<file path="src/rtl/cu_fsm_mc.sv">
// Multi-cycle DLX control unit: sequences one instruction through DECODE/EXECUTE/MEMORY/WRITEBACK.
// Define CU_FSM_OUT_REG_EN to register cw/done/illegal/mem_timeout (one cycle later).
module cu_fsm_mc #(
  parameter int FUNC_SIZE    = 11,
  parameter int OP_CODE_SIZE = 6,
  parameter int CW_SIZE      = 13,
  parameter int WAIT_MAX     = 15
) (
  input  logic                    clk,
  input  logic                    rst,
  input  logic                    instr_valid,
  output logic                    instr_ready,
  input  logic [OP_CODE_SIZE-1:0] opcode,
  input  logic [FUNC_SIZE-1:0]    func,
  input  logic                    mem_ready,
  output logic [CW_SIZE-1:0]      cw,
  output logic                    busy,
  output logic                    done,
  output logic                    illegal,
  output logic                    mem_timeout
);

  localparam int CNT_W = $clog2(WAIT_MAX + 1);

  localparam logic [OP_CODE_SIZE-1:0] OP_RTYPE = OP_CODE_SIZE'('h00);
  localparam logic [OP_CODE_SIZE-1:0] OP_ADDI  = OP_CODE_SIZE'('h08);
  localparam logic [OP_CODE_SIZE-1:0] OP_NOP   = OP_CODE_SIZE'('h15);
  localparam logic [OP_CODE_SIZE-1:0] OP_LW    = OP_CODE_SIZE'('h23);
  localparam logic [OP_CODE_SIZE-1:0] OP_SW    = OP_CODE_SIZE'('h2B);

  localparam logic [FUNC_SIZE-1:0] FN_ADD = FUNC_SIZE'('h20);
  localparam logic [FUNC_SIZE-1:0] FN_SUB = FUNC_SIZE'('h22);
  localparam logic [FUNC_SIZE-1:0] FN_AND = FUNC_SIZE'('h24);
  localparam logic [FUNC_SIZE-1:0] FN_OR  = FUNC_SIZE'('h25);

  localparam logic [1:0] ALU_ADD = 2'b00;
  localparam logic [1:0] ALU_SUB = 2'b01;
  localparam logic [1:0] ALU_AND = 2'b10;
  localparam logic [1:0] ALU_OR  = 2'b11;

  typedef enum logic [2:0] {
    S_IDLE,
    S_DECODE,
    S_EXECUTE,
    S_MEMORY,
    S_WRITEBACK
  } state_t;

  state_t                  state, nxt;
  logic [OP_CODE_SIZE-1:0] op_q;
  logic [FUNC_SIZE-1:0]    fn_q;
  logic [CNT_W-1:0]        wcnt;

  logic       is_rtype, is_addi, is_lw, is_sw, is_nop, legal;
  logic [1:0] alu;

  logic [12:0]        cw_c;
  logic [CW_SIZE-1:0] cw_full;
  logic               done_c, ill_c, to_c;

  // Instruction class decode from the latched fields
  always_comb begin
    is_rtype = 1'b0;
    is_addi  = 1'b0;
    is_lw    = 1'b0;
    is_sw    = 1'b0;
    is_nop   = 1'b0;
    alu      = ALU_ADD;
    case (op_q)
      OP_RTYPE: begin
        is_rtype = 1'b1;
        case (fn_q)
          FN_ADD:  alu = ALU_ADD;
          FN_SUB:  alu = ALU_SUB;
          FN_AND:  alu = ALU_AND;
          FN_OR:   alu = ALU_OR;
          default: is_rtype = 1'b0;
        endcase
      end
      OP_ADDI: is_addi = 1'b1;
      OP_LW:   is_lw   = 1'b1;
      OP_SW:   is_sw   = 1'b1;
      OP_NOP:  is_nop  = 1'b1;
      default: ;
    endcase
    legal = is_rtype | is_addi | is_lw | is_sw | is_nop;
  end

  always_comb begin
    nxt    = state;
    cw_c   = '0;
    done_c = 1'b0;
    ill_c  = 1'b0;
    to_c   = 1'b0;
    case (state)
      S_IDLE: begin
        if (instr_valid) nxt = S_DECODE;
      end
      S_DECODE: begin
        if (!legal) begin
          ill_c = 1'b1;
          nxt   = S_IDLE;
        end else begin
          if (!is_nop) begin
            cw_c[12] = 1'b1;
            cw_c[11] = is_rtype | is_sw;
            cw_c[10] = 1'b1;
          end
          nxt = S_EXECUTE;
        end
      end
      S_EXECUTE: begin
        if (!is_nop) begin
          cw_c[9]   = 1'b1;
          cw_c[8]   = ~is_rtype;
          cw_c[7:6] = alu;
          cw_c[5]   = 1'b1;
        end
        nxt = S_MEMORY;
      end
      S_MEMORY: begin
        if (!is_nop) begin
          cw_c[4] = is_lw;
          cw_c[3] = is_sw;
          cw_c[2] = 1'b1;
        end
        if (is_lw || is_sw) begin
          // mem_ready in the last allowed wait cycle still completes the access
          if (mem_ready) begin
            done_c = is_sw;
            nxt    = is_sw ? S_IDLE : S_WRITEBACK;
          end else if (wcnt == CNT_W'(WAIT_MAX - 1)) begin
            to_c = 1'b1;
            nxt  = S_IDLE;
          end
        end else begin
          nxt = S_WRITEBACK;
        end
      end
      S_WRITEBACK: begin
        if (!is_nop) begin
          cw_c[1] = is_lw;
          cw_c[0] = 1'b1;
        end
        done_c = 1'b1;
        nxt    = S_IDLE;
      end
      default: nxt = S_IDLE;
    endcase
  end

  always_ff @(posedge clk) begin
    if (rst) begin
      state <= S_IDLE;
      op_q  <= '0;
      fn_q  <= '0;
      wcnt  <= '0;
    end else begin
      state <= nxt;
      if (state == S_IDLE && instr_valid) begin
        op_q <= opcode;
        fn_q <= func;
      end
      if (state == S_MEMORY && nxt == S_MEMORY) wcnt <= wcnt + 1'b1;
      else                                      wcnt <= '0;
    end
  end

  always_comb begin
    cw_full       = '0;
    cw_full[12:0] = cw_c;
  end

  assign instr_ready = (state == S_IDLE);
  assign busy        = (state != S_IDLE);

`ifdef CU_FSM_OUT_REG_EN
  always_ff @(posedge clk) begin
    if (rst) begin
      cw          <= '0;
      done        <= 1'b0;
      illegal     <= 1'b0;
      mem_timeout <= 1'b0;
    end else begin
      cw          <= cw_full;
      done        <= done_c;
      illegal     <= ill_c;
      mem_timeout <= to_c;
    end
  end
`else
  assign cw          = cw_full;
  assign done        = done_c;
  assign illegal     = ill_c;
  assign mem_timeout = to_c;
`endif

endmodule

</file>
<file path="config.mk">
export PLATFORM = sky130hd
export DESIGN_NAME = cu_fsm_mc
export DESIGN_NICKNAME = d
export VERILOG_FILES = /design/src/rtl/cu_fsm_mc.sv
export SDC_FILE = /design/constraint.sdc
export NUM_CORES = 1
export LEC_CHECK = 0
export ABC_AREA = 1
export CORE_UTILIZATION = 42
export CTS_CLUSTER_SIZE = 12
export DETAILED_ROUTE_END_ITERATION = 8
export GPL_TIMING_DRIVEN = 0
export HOLD_SLACK_MARGIN = 0.1
export PLACE_DENSITY = 0.75
export SETUP_SLACK_MARGIN = 0.2
export SLEW_MARGIN = 20
export SYNTH_ARGS = -nofsm -noshare
export SYNTH_HDL_FRONTEND = slang
export SYNTH_SLANG_ARGS = --single-unit
</file>
<file path="constraint.sdc">
create_clock -name clk -period 1.2 [get_ports clk]
set_input_delay 0.12 -clock clk [delete_from_list [all_inputs] [get_ports clk]]
set_output_delay 0.12 -clock clk [all_outputs]
set_load 0.02 [all_outputs]
</file>
==> results.toml <==
[cts]
cts_max_path_buffers = 2
cts-buffers-inserted = 3
insertion_delay_ps = 310
htreeDepth = 1
root_buffer = "clkbuf_4"
cts_sinks = 24
cts_tree = "done"
clk_pin_slew_ps = 130

[drt]
ant_nets = 0
drc_errors = 0
drt_iter0_markers = 51
wire_per_inst_um = 13.5
dr_total_vias = 1434
first_pass_iters = 4
wirelength_mm = 3.86
vias_per_cell = 5.01

[setup_path]
end_kind = "primary output"
crit_path_max_fanout = 3
critPathLaunchType = "register"
path_class = "reg -> out"
crit_required_ps = 1080
crit_arrival_ps = 1640

[logic_synthesis]
synth_ff_type = "dfxtp_1"
ys_types = 30
synth_fp_nets = 200
synthArstFlopShare = 0
syn_avg_cell_area_um2 = 7.58
yosysSeqAreaShare = 0.358
yosysWarnings = 0
synth_edf_count = 0
synthesis.area_um2 = 1340
synthesis.instances = 177
ys_ff_latch = 24

[finish]
final_cell_mix = "buf_6 (25), nor2_4 (22), clkdlybuf4s50_1 (19)"
fillerInstances = 197
drive_above_1_share = 0.665
fin_nets = 267
diodes = 0
final_common_cell = "buf_6"
final_area_um2 = 2430
syn2layout_area_growth_pct = 81.2

[power_and_ir_drop]
powerDensity_nw_per_um2 = 773
ir_drop_v = 0.000678
p_leak_nw = 0.960

[floorplan]
initial_core_util = 0.439
die_w_um = 58.5
die_y_um = 58.5
die_area_um2 = 3420
core-area_um2 = 3050
io_pins = 39
rows = 20

[timing]
fin_crit_ps = 1760
finalClockSkew_ps = 7.83
hold_violations = 0
rsz0062_at_grt = "true"
setup_viol = 42
max_freq_ghz = 0.567
relSlewSlack = 0.577
timing.final.ws_setup_ps = -562
finalMaxSlewViolations = 0
worst_pin_slew_ps = 634
finalCritPeriodShare = 1.47

[place]
placed_area_um2 = 2000
post-dp-hpwl_mm = 2.37
portBuffers = 37
preCtsSetupSlack_ps = -681
gp_congestion = 0.855

[min_path]
hold_path.class = "in -> reg"

[global_route]
grt_max_degree = 13
grt_pass1_wl_mm = 5.89
grt_remaining_overflow = 0
first_global_vias = 1334
track_usage = 0.227
antenna_found_initial = 0

[run_status]
violations = "negative setup slack"
outcome = "finished, violations left"

[job]
maxCapViolations = 0
[worst max-delay path, cell delays in order, from the launching register on]
cell,delay [ps]
dfxtp_4,380
nor2_2,130
nand2_2,90
nor2_4,120
nand3_2,120
nand2_2,100
nand3_4,100
a21oi_2,140
buf_4,150
[worst paths after layout]
check | from | to | slack, ps | depth (start not counted)
min | rst | fn_q[4]$_SDFFE_PP0P_ | 290 | 2
min reg2reg | fn_q[5]$_SDFFE_PP0P_ | fn_q[5]$_SDFFE_PP0P_ | 470 | 2
max | op_q[0]$_SDFFE_PP0P_ | cw[11] | -560 | 8
max reg2reg | op_q[0]$_SDFFE_PP0P_ | op_q[0]$_SDFFE_PP0P_ | -400 | 11
[per-layer routing]
layer | vias to the layer above | GRT usage | wire length (µm)
li1 | 699 | - | -
met3 | 10 | 0.0286 | 133
met4 | 0 | 0.0986 | 103
met2 | 49 | 0.430 | 2110
met1 | 676 | 0.252 | 1520
met5 | - | 0 | 0
[layout make-up]
| type | count | area [µm²] | share of cell area |
|---|---|---|---|
| Multi-Input combinational cell | 118 | 1020 | 0.420 |
| Timing Repair Buffer | 62 | 613 | 0.252 |
| Sequential cell | 24 | 513 | 0.211 |
| Inverter | 28 | 115 | 0.0473 |
| Buffer | 7 | 91.3 | 0.0376 |
| Tap cell | 44 | 55.1 | 0.0226 |
| Clock buffer | 3 | 22.5 | 0.00926 |
[through the flow]
| step | hold slack (ps) | util | setup TNS [ps] | cells | power [mW] |
|---|---|---|---|---|---|
| floorplan | 260 | - | -915 | 177 | 1.22 |
| global placement | 394 | 0.654 | -10680 | 258 | 1.35 |
| detailed placement | 397 | 0.654 | -11660 | 258 | 1.37 |
| CTS | 274 | 0.743 | -10150 | 280 | 1.82 |
| global route | 317 | 0.796 | -15370 | 286 | 1.97 |
| finish | 295 | 0.796 | -12590 | 286 | 1.88 |
[cell families after synthesis]
kind of cell,count (synthesis),share of synthesized area
buffers and inverters,35,0.118
DFF,24,0.358
and+or+nand+nor,91,0.331
AOI/OAI and AO/OA,23,0.161
adders and majority gates,2,0.0187
xor gates and xnor gates,2,0.0131
[flip-flops by register name (all words and copies together), names as in the netlist]
register	cells
op_q	6
wcnt	4
state	3
fn_q	11
[power by group]
group          total (mW)  internal (mW)  switching [mW]
sequential          0.896          0.847          0.0490
combinational       0.638          0.315           0.324
clock               0.344          0.117           0.227
total                1.88           1.28           0.600
[Yosys cell counts (2+ instances only)]
master,count,area share
buf_4,4,0.022
inv_2,4,0.011
nor2_1,37,0.10
nand2_2,4,0.019
nor3_1,3,0.011
nand3_1,10,0.037
nor2_4,2,0.017
dfxtp_1,24,0.36
nand4_1,3,0.014
nor2_2,3,0.014
a211oi_2,13,0.12
a21oi_1,6,0.022
ha_1,2,0.019
inv_1,24,0.067
nand2_1,23,0.064
[timing repair]
| action | in CTS | in global routing |
|---|---|---|
| pin swaps | 10 | 11 |
| hold buffers | 1 | 0 |
| hold endpoints to repair | 10 | 0 |
| endpoints found under the setup margin | 42 | 42 |
| buffers inserted | 18 | 6 |
| gates resized for setup | 130 | 34 |
(Power assumes the default switching activity.)
